--- config.mk ---
export PLATFORM = sky130hd
export DESIGN_NAME = instr_fetch_unit
export DESIGN_NICKNAME = d
export VERILOG_FILES = /design/src/rtl/mips_pkg.sv /design/src/rtl/fetch_skid_buffer.sv /design/src/rtl/instr_fetch_unit.sv
export SDC_FILE = /design/constraint.sdc
export NUM_CORES = 1
export LEC_CHECK = 0
export ABC_AREA = 0
export CORE_ASPECT_RATIO = 0.9
export CORE_MARGIN = 10
export CORE_UTILIZATION = 31
export CTS_CLUSTER_DIAMETER = 40
export DETAILED_ROUTE_END_ITERATION = 10
export PLACE_DENSITY = 0.48
export SYNTH_ARGS = -nofsm -noshare
export SYNTH_HDL_FRONTEND = slang
export SYNTH_SLANG_ARGS = --single-unit
--- constraint.sdc ---
create_clock -name clk -period 11.35 [get_ports clk]
set_input_delay 2.27 -clock clk [delete_from_list [all_inputs] [get_ports clk]]
set_output_delay 2.27 -clock clk [all_outputs]
set_load 0.005 [all_outputs]
--- src/rtl/mips_pkg.sv ---
// Shared definitions for the MIPS-style front end: fetch state encoding,
// reset/NOP constants and the opcode field position used by control.
package mips_pkg;

    localparam logic [31:0] NOP_INSTR    = 32'h0000_0000;
    localparam logic [31:0] RESET_PC_DEF = 32'h0000_0000;

    localparam int unsigned OPCODE_MSB = 31;
    localparam int unsigned OPCODE_LSB = 26;

    typedef enum logic [1:0] {
        IDLE  = 2'd0,
        REQ   = 2'd1,
        DRAIN = 2'd2,
        FULL  = 2'd3
    } fetch_state_e;

endpackage

--- src/rtl/fetch_skid_buffer.sv ---
// One-entry holding register for an instruction word and its PC+4, used to
// absorb the word that returns from memory while decode is stalled.
module fetch_skid_buffer
    import mips_pkg::*;
#(
    parameter int unsigned ADDR_W = 32,
    parameter int unsigned DATA_W = 32
) (
    input  logic              clk,
    input  logic              arst,
    input  logic              load,
    input  logic              unload,
    input  logic              flush,
    input  logic [DATA_W-1:0] load_data,
    input  logic [ADDR_W-1:0] load_pc_plus4,
    output logic              valid,
    output logic [DATA_W-1:0] data,
    output logic [ADDR_W-1:0] pc_plus4
);

    logic              valid_r;
    logic [DATA_W-1:0] data_r;
    logic [ADDR_W-1:0] pc_plus4_r;

    // Entry register: flush wins over load, load wins over unload.
    always_ff @(posedge clk or posedge arst) begin
        if (arst) begin
            valid_r    <= 1'b0;
            data_r     <= DATA_W'(NOP_INSTR);
            pc_plus4_r <= {ADDR_W{1'b0}};
        end else if (flush) begin
            valid_r    <= 1'b0;
            data_r     <= DATA_W'(NOP_INSTR);
            pc_plus4_r <= pc_plus4_r;
        end else if (load) begin
            valid_r    <= 1'b1;
            data_r     <= load_data;
            pc_plus4_r <= load_pc_plus4;
        end else if (unload) begin
            valid_r    <= 1'b0;
            data_r     <= data_r;
            pc_plus4_r <= pc_plus4_r;
        end else begin
            valid_r    <= valid_r;
            data_r     <= data_r;
            pc_plus4_r <= pc_plus4_r;
        end
    end

    assign valid    = valid_r;
    assign data     = data_r;
    assign pc_plus4 = pc_plus4_r;

endmodule

--- src/rtl/instr_fetch_unit.sv ---
// Instruction fetch stage: program counter, req/ack instruction-memory port and
// the IF/ID output register, with skid buffering for stalls and redirect squash.
module instr_fetch_unit
    import mips_pkg::*;
#(
    parameter int unsigned       ADDR_W   = 32,
    parameter int unsigned       DATA_W   = 32,
    parameter logic [ADDR_W-1:0] RESET_PC = ADDR_W'(RESET_PC_DEF)
) (
    input  logic              clk,
    input  logic              arst,
    output logic              imem_req,
    output logic [ADDR_W-1:0] imem_addr,
    input  logic              imem_ack,
    input  logic [DATA_W-1:0] imem_rdata,
    input  logic              stall,
    input  logic              redirect,
    input  logic [ADDR_W-1:0] redirect_pc,
    output logic              if_valid,
    output logic [DATA_W-1:0] if_instr,
    output logic [ADDR_W-1:0] if_pc_plus4
);

    fetch_state_e      state_r, state_s;
    logic [ADDR_W-1:0] pc_r, pc_s;
    logic [ADDR_W-1:0] imem_addr_r, imem_addr_s;
    logic              imem_req_r, imem_req_s;
    logic              if_valid_r, if_valid_s;
    logic [DATA_W-1:0] if_instr_r, if_instr_s;
    logic [ADDR_W-1:0] if_pc_plus4_r, if_pc_plus4_s;

    logic              out_free_s;
    logic              flush_s;
    logic              skid_load_s, skid_unload_s, skid_valid_s;
    logic [DATA_W-1:0] skid_data_s;
    logic [ADDR_W-1:0] skid_pc_plus4_s;
    logic [ADDR_W-1:0] redirect_pc_s, pc_inc_s, addr_inc_s;

    assign redirect_pc_s = redirect_pc & ~ADDR_W'(2'd3);
    assign pc_inc_s      = pc_r + ADDR_W'(3'd4);
    assign addr_inc_s    = imem_addr_r + ADDR_W'(3'd4);
    assign out_free_s    = ~if_valid_r | ~stall;

    // Next-state, PC, request address and output-register update.
    always_comb begin
        state_s       = state_r;
        pc_s          = pc_r;
        imem_addr_s   = imem_addr_r;
        if_valid_s    = if_valid_r & stall;
        if_instr_s    = if_instr_r;
        if_pc_plus4_s = if_pc_plus4_r;
        flush_s       = 1'b0;
        skid_load_s   = 1'b0;
        skid_unload_s = 1'b0;

        case (state_r)
            IDLE: begin
                state_s = REQ;
                if (redirect) begin
                    pc_s        = redirect_pc_s;
                    imem_addr_s = redirect_pc_s;
                end else begin
                    imem_addr_s = pc_r;
                end
            end
            REQ: begin
                if (redirect) begin
                    flush_s    = 1'b1;
                    if_valid_s = 1'b0;
                    if_instr_s = DATA_W'(NOP_INSTR);
                    pc_s       = redirect_pc_s;
                    // Without an ack the old request must still be finished.
                    if (imem_ack) begin
                        imem_addr_s = redirect_pc_s;
                    end else begin
                        state_s = DRAIN;
                    end
                end else if (imem_ack) begin
                    pc_s = pc_inc_s;
                    if (out_free_s) begin
                        if_valid_s    = 1'b1;
                        if_instr_s    = imem_rdata;
                        if_pc_plus4_s = addr_inc_s;
                        imem_addr_s   = pc_inc_s;
                    end else begin
                        skid_load_s = 1'b1;
                        state_s     = FULL;
                    end
                end else begin
                    state_s = REQ;
                end
            end
            DRAIN: begin
                flush_s = redirect;
                pc_s    = redirect ? redirect_pc_s : pc_r;
                if (imem_ack) begin
                    state_s     = REQ;
                    imem_addr_s = redirect ? redirect_pc_s : pc_r;
                end else begin
                    state_s = DRAIN;
                end
            end
            FULL: begin
                if (redirect) begin
                    flush_s     = 1'b1;
                    if_valid_s  = 1'b0;
                    if_instr_s  = DATA_W'(NOP_INSTR);
                    pc_s        = redirect_pc_s;
                    imem_addr_s = redirect_pc_s;
                    state_s     = REQ;
                end else if (!stall && skid_valid_s) begin
                    skid_unload_s = 1'b1;
                    if_valid_s    = 1'b1;
                    if_instr_s    = skid_data_s;
                    if_pc_plus4_s = skid_pc_plus4_s;
                    imem_addr_s   = pc_r;
                    state_s       = REQ;
                end else begin
                    state_s = FULL;
                end
            end
            default: begin
                state_s = IDLE;
            end
        endcase

        imem_req_s = (state_s == REQ) || (state_s == DRAIN);
    end

    // State and output registers.
    always_ff @(posedge clk or posedge arst) begin
        if (arst) begin
            state_r       <= IDLE;
            pc_r          <= RESET_PC;
            imem_req_r    <= 1'b0;
            imem_addr_r   <= RESET_PC;
            if_valid_r    <= 1'b0;
            if_instr_r    <= DATA_W'(NOP_INSTR);
            if_pc_plus4_r <= {ADDR_W{1'b0}};
        end else begin
            state_r       <= state_s;
            pc_r          <= pc_s;
            imem_req_r    <= imem_req_s;
            imem_addr_r   <= imem_addr_s;
            if_valid_r    <= if_valid_s;
            if_instr_r    <= if_instr_s;
            if_pc_plus4_r <= if_pc_plus4_s;
        end
    end

    fetch_skid_buffer #(
        .ADDR_W (ADDR_W),
        .DATA_W (DATA_W)
    ) u_skid (
        .clk           (clk),
        .arst          (arst),
        .load          (skid_load_s),
        .unload        (skid_unload_s),
        .flush         (flush_s),
        .load_data     (imem_rdata),
        .load_pc_plus4 (addr_inc_s),
        .valid         (skid_valid_s),
        .data          (skid_data_s),
        .pc_plus4      (skid_pc_plus4_s)
    );

    assign imem_req    = imem_req_r;
    assign imem_addr   = imem_addr_r;
    assign if_valid    = if_valid_r;
    assign if_instr    = if_instr_r;
    assign if_pc_plus4 = if_pc_plus4_r;

endmodule

==> impl_metrics.tcl <==
set metrics [dict create \
    outcome "completed" \
    drtIter0Drc 510 \
    core_region_area_um2 31100 \
    cts_tree "yes" \
    final_nets 1204 \
    place_ws_ns 6.32 \
    seqPwrFrac_pct 43.5 \
    dpl.cell_count 1523 \
    viasPerCell 5.18 \
    drcViolationCount 0 \
    root_buffer "clkbuf_16" \
    die-area_um2 39100 \
    start_util_pct 31.5 \
    ios 167 \
    wirelength_um 30400 \
    hold_ws_ns 0.476 \
    cts_buffer_depth 2 \
    diodes 0 \
    synth_area_um2 9800 \
    path_class "input pin to flop" \
    slew_violations 0 \
    leakagePower_nw 5.08 \
    end_kind "flop" \
    p_total_mw 2.49 \
    gp_congestion 0.778 \
    path_cells "buf_4, buf_4, nand4b_1, nor3_2, nand4_1, or4_1, nand3_1" \
    areaGrowthSynthToFinish_pct 25.6 \
    dp_hpwl_um 20900 \
    fin_cells 1555 \
    hold_viol 0 \
    syn-instance-count 1015 \
    grt_usage_pct 15.5 \
    h-tree-depth 4 \
    fin_crit_sh_pct 40.8 \
    crit_arrival_ns 5.00 \
    async_flop_share_pct 100 \
    yosys_most_used_dff "dfrtp_1" \
    grt_pass1_wl_um 48400 \
    grt_pass1_vias 7839 \
    placed_cell_area_um2 11800 \
    min_period_ns 4.63 \
    fmax_mhz 216 \
    synth_edf_count 0 \
    insertion_delay_ns 0.44 \
    cts.sinks 197 \
    antenna_found_initial 0 \
    p_switching_mw 0.874 \
    final_util_pct 39.6 \
    path_max_fanout 83 \
    switching_share_pct 35.1 \
    maxCapViolCount 0 \
    synth_area_per_cell_um2 9.65 \
    clk_pin_slew_ns 0.07 \
    grt_overflow 0 \
    setup_violations 0 \
    fp.dieH_um 189 \
    cts_inserted_buffers 17 \
    ys_ff_latch 197 \
    rows 61 \
    setup_ws_ns 6.72 \
    drive_gt1_share_pct 6.81 \
    yosys_warnings 0 \
    critPathMaxStageDelay_ns 0.65 \
    die_w_um 207 \
    syn_nets 1086 \
    rsz0062_at_grt "false" \
    first_pass_iters 5 \
    post_cts_buffers 0 \
    multi_input_area_um2 4530 \
    critPathLaunchType "input pin" \
    peakVddDrop_v 0.000106 \
    cts.repair.resized 0 \
    vias 8055 \
    crit_path_top_delay_cell "or4_1" \
    final_area_um2 12300 \
    internal_power_mw 1.62 \
    crit_top_cell "buf_4" \
    port_buffers 164 \
    required_ns 11.72 \
    cts_hold_buf 0 \
    power_frac_comb_pct 32.7 \
    powerDensity_nw_per_um2 202 \
    synth_cell_types 61 \
    fillers 3126 \
    p_clk_share_pct 23.8 \
    drt-wirelength-per-cell_um 19.6 \
    slew_headroom_pct 33.6 \
    skew_ns 0.0142 \
    ant_nets 0 \
    worstMarginPinSlew_ns 0.995 \
    setup_tns_ns 0 \
    seq_area_frac_synth_pct 50.3 \
    regArea_um2 4930 \
    hp-class "flop to flop" \
    grt_max_degree 129 \
]
-- state kept, by name (all words and copies together) (netlist names) --
signal / flops
if_valid: 1
imem_req: 1
pc_r: 32
imem_addr: 32
u_skid.pc_plus4: 32
state_r: 2
u_skid.data: 32
u_skid.valid: 1
if_instr: 32
if_pc_plus4: 32
-- cells in the mapped netlist (18+ instances only) --
library cell	count	area, um^2
a22o_1	39	342
clkbuf_1	56	210
a21oi_1	45	225
dfrtp_1	197	4930
mux2i_1	40	400
nand2_1	145	544
nor2_1	71	267
xnor2_1	29	254
o31ai_1	40	300
nor3_1	18	90.1
nand4_1	18	113
o21ai_1	20	100
nand3_1	45	225
o21ai_0	39	195
-- area by class of cell --
cell class                      count  area share [%]
Clock buffer                       21            3.74
Clock inverter                     11           0.752
Inverter                           12           0.427
Multi-Input combinational cell    728            36.8
Sequential cell                   197            40.0
Tap cell                          409            4.16
Timing Repair Buffer              177            14.1
-- cell families after synthesis --
group | synth area share (%)
multiplexers | 6.27
adder cells (fa/ha/maj) | 0.255
flip-flops | 50.3
AO/OA/AOI/OAI | 17.6
AND/OR/NAND/NOR | 18.1
XOR/XNOR | 3.66
buffers and inverters | 3.74
-- metal layers --
| metal | part of all wire [%] | GRT usage, % | wire (um) |
|---|---|---|---|
| met4 | 1.3 | 3.96 | 388 |
| met1 | 51 | 22.5 | 15400 |
| met5 | 0 | 0 | 0 |
| met3 | 4.1 | 2.68 | 1240 |
| met2 | 44 | 23.2 | 13400 |
-- power by group through the flow --
stage / combinational [mW] / clock (mW) / sequential, mW
after floorplan: 0.417 / 0 / 1.04
after global placement: 0.829 / 0 / 1.09
after detailed placement: 0.832 / 0 / 1.10
after CTS: 0.835 / 0.615 / 1.09
after global routing: 0.905 / 0.643 / 1.12
final: 0.815 / 0.592 / 1.08
-- critical path, delay by kind of cell --
kind	cells	cell delay (ns)
buf+inv	2	0.55
simple gates	5	2.10
-- worst paths after layout --
path | slack (ns) | cells past startpoint | to | from
setup / recovery | 6.72 | 7 | pc_r[23]$_DFFE_PP0N_ | redirect
max in group asynchronous | 7.40 | 3 | imem_addr[8]$_DFFE_PP0P_ | arst
hold / removal | 0.48 | 2 | if_instr[3]$_DFFE_PP0P_ | if_instr[3]$_DFFE_PP0P_
hold reg to reg | 0.48 | 2 | if_instr[3]$_DFFE_PP0P_ | if_instr[3]$_DFFE_PP0P_
setup reg to reg | 7.97 | 8 | u_skid.data[20]$_DFFE_PP0P_ | state_r[0]$_DFF_PP0_
min in group asynchronous | 2.44 | 2 | if_instr[1]$_DFFE_PP0P_ | arst
-- cell usage in the layout (no fill, tap or decap), drive strengths merged, types with 14 or more instances in the layout --
cell type      synthesis  routed
dfrtp                197     197
clkdlybuf4s50          0     163
nand2                145     145
nor2                  71      71
o21ai                 59      59
nand3                 46      46
a21oi                 45      45
o31ai                 40      40
mux2i                 40      40
a22o                  39      39
xnor2                 29      29
clkbuf                56      21
nor3                  19      19
mux2                  19      19
nand4                 18      18
inv                   12      17
o211ai                14      14
buf                   22      14
No activity file was read; power rests on OpenSTA's default activity.
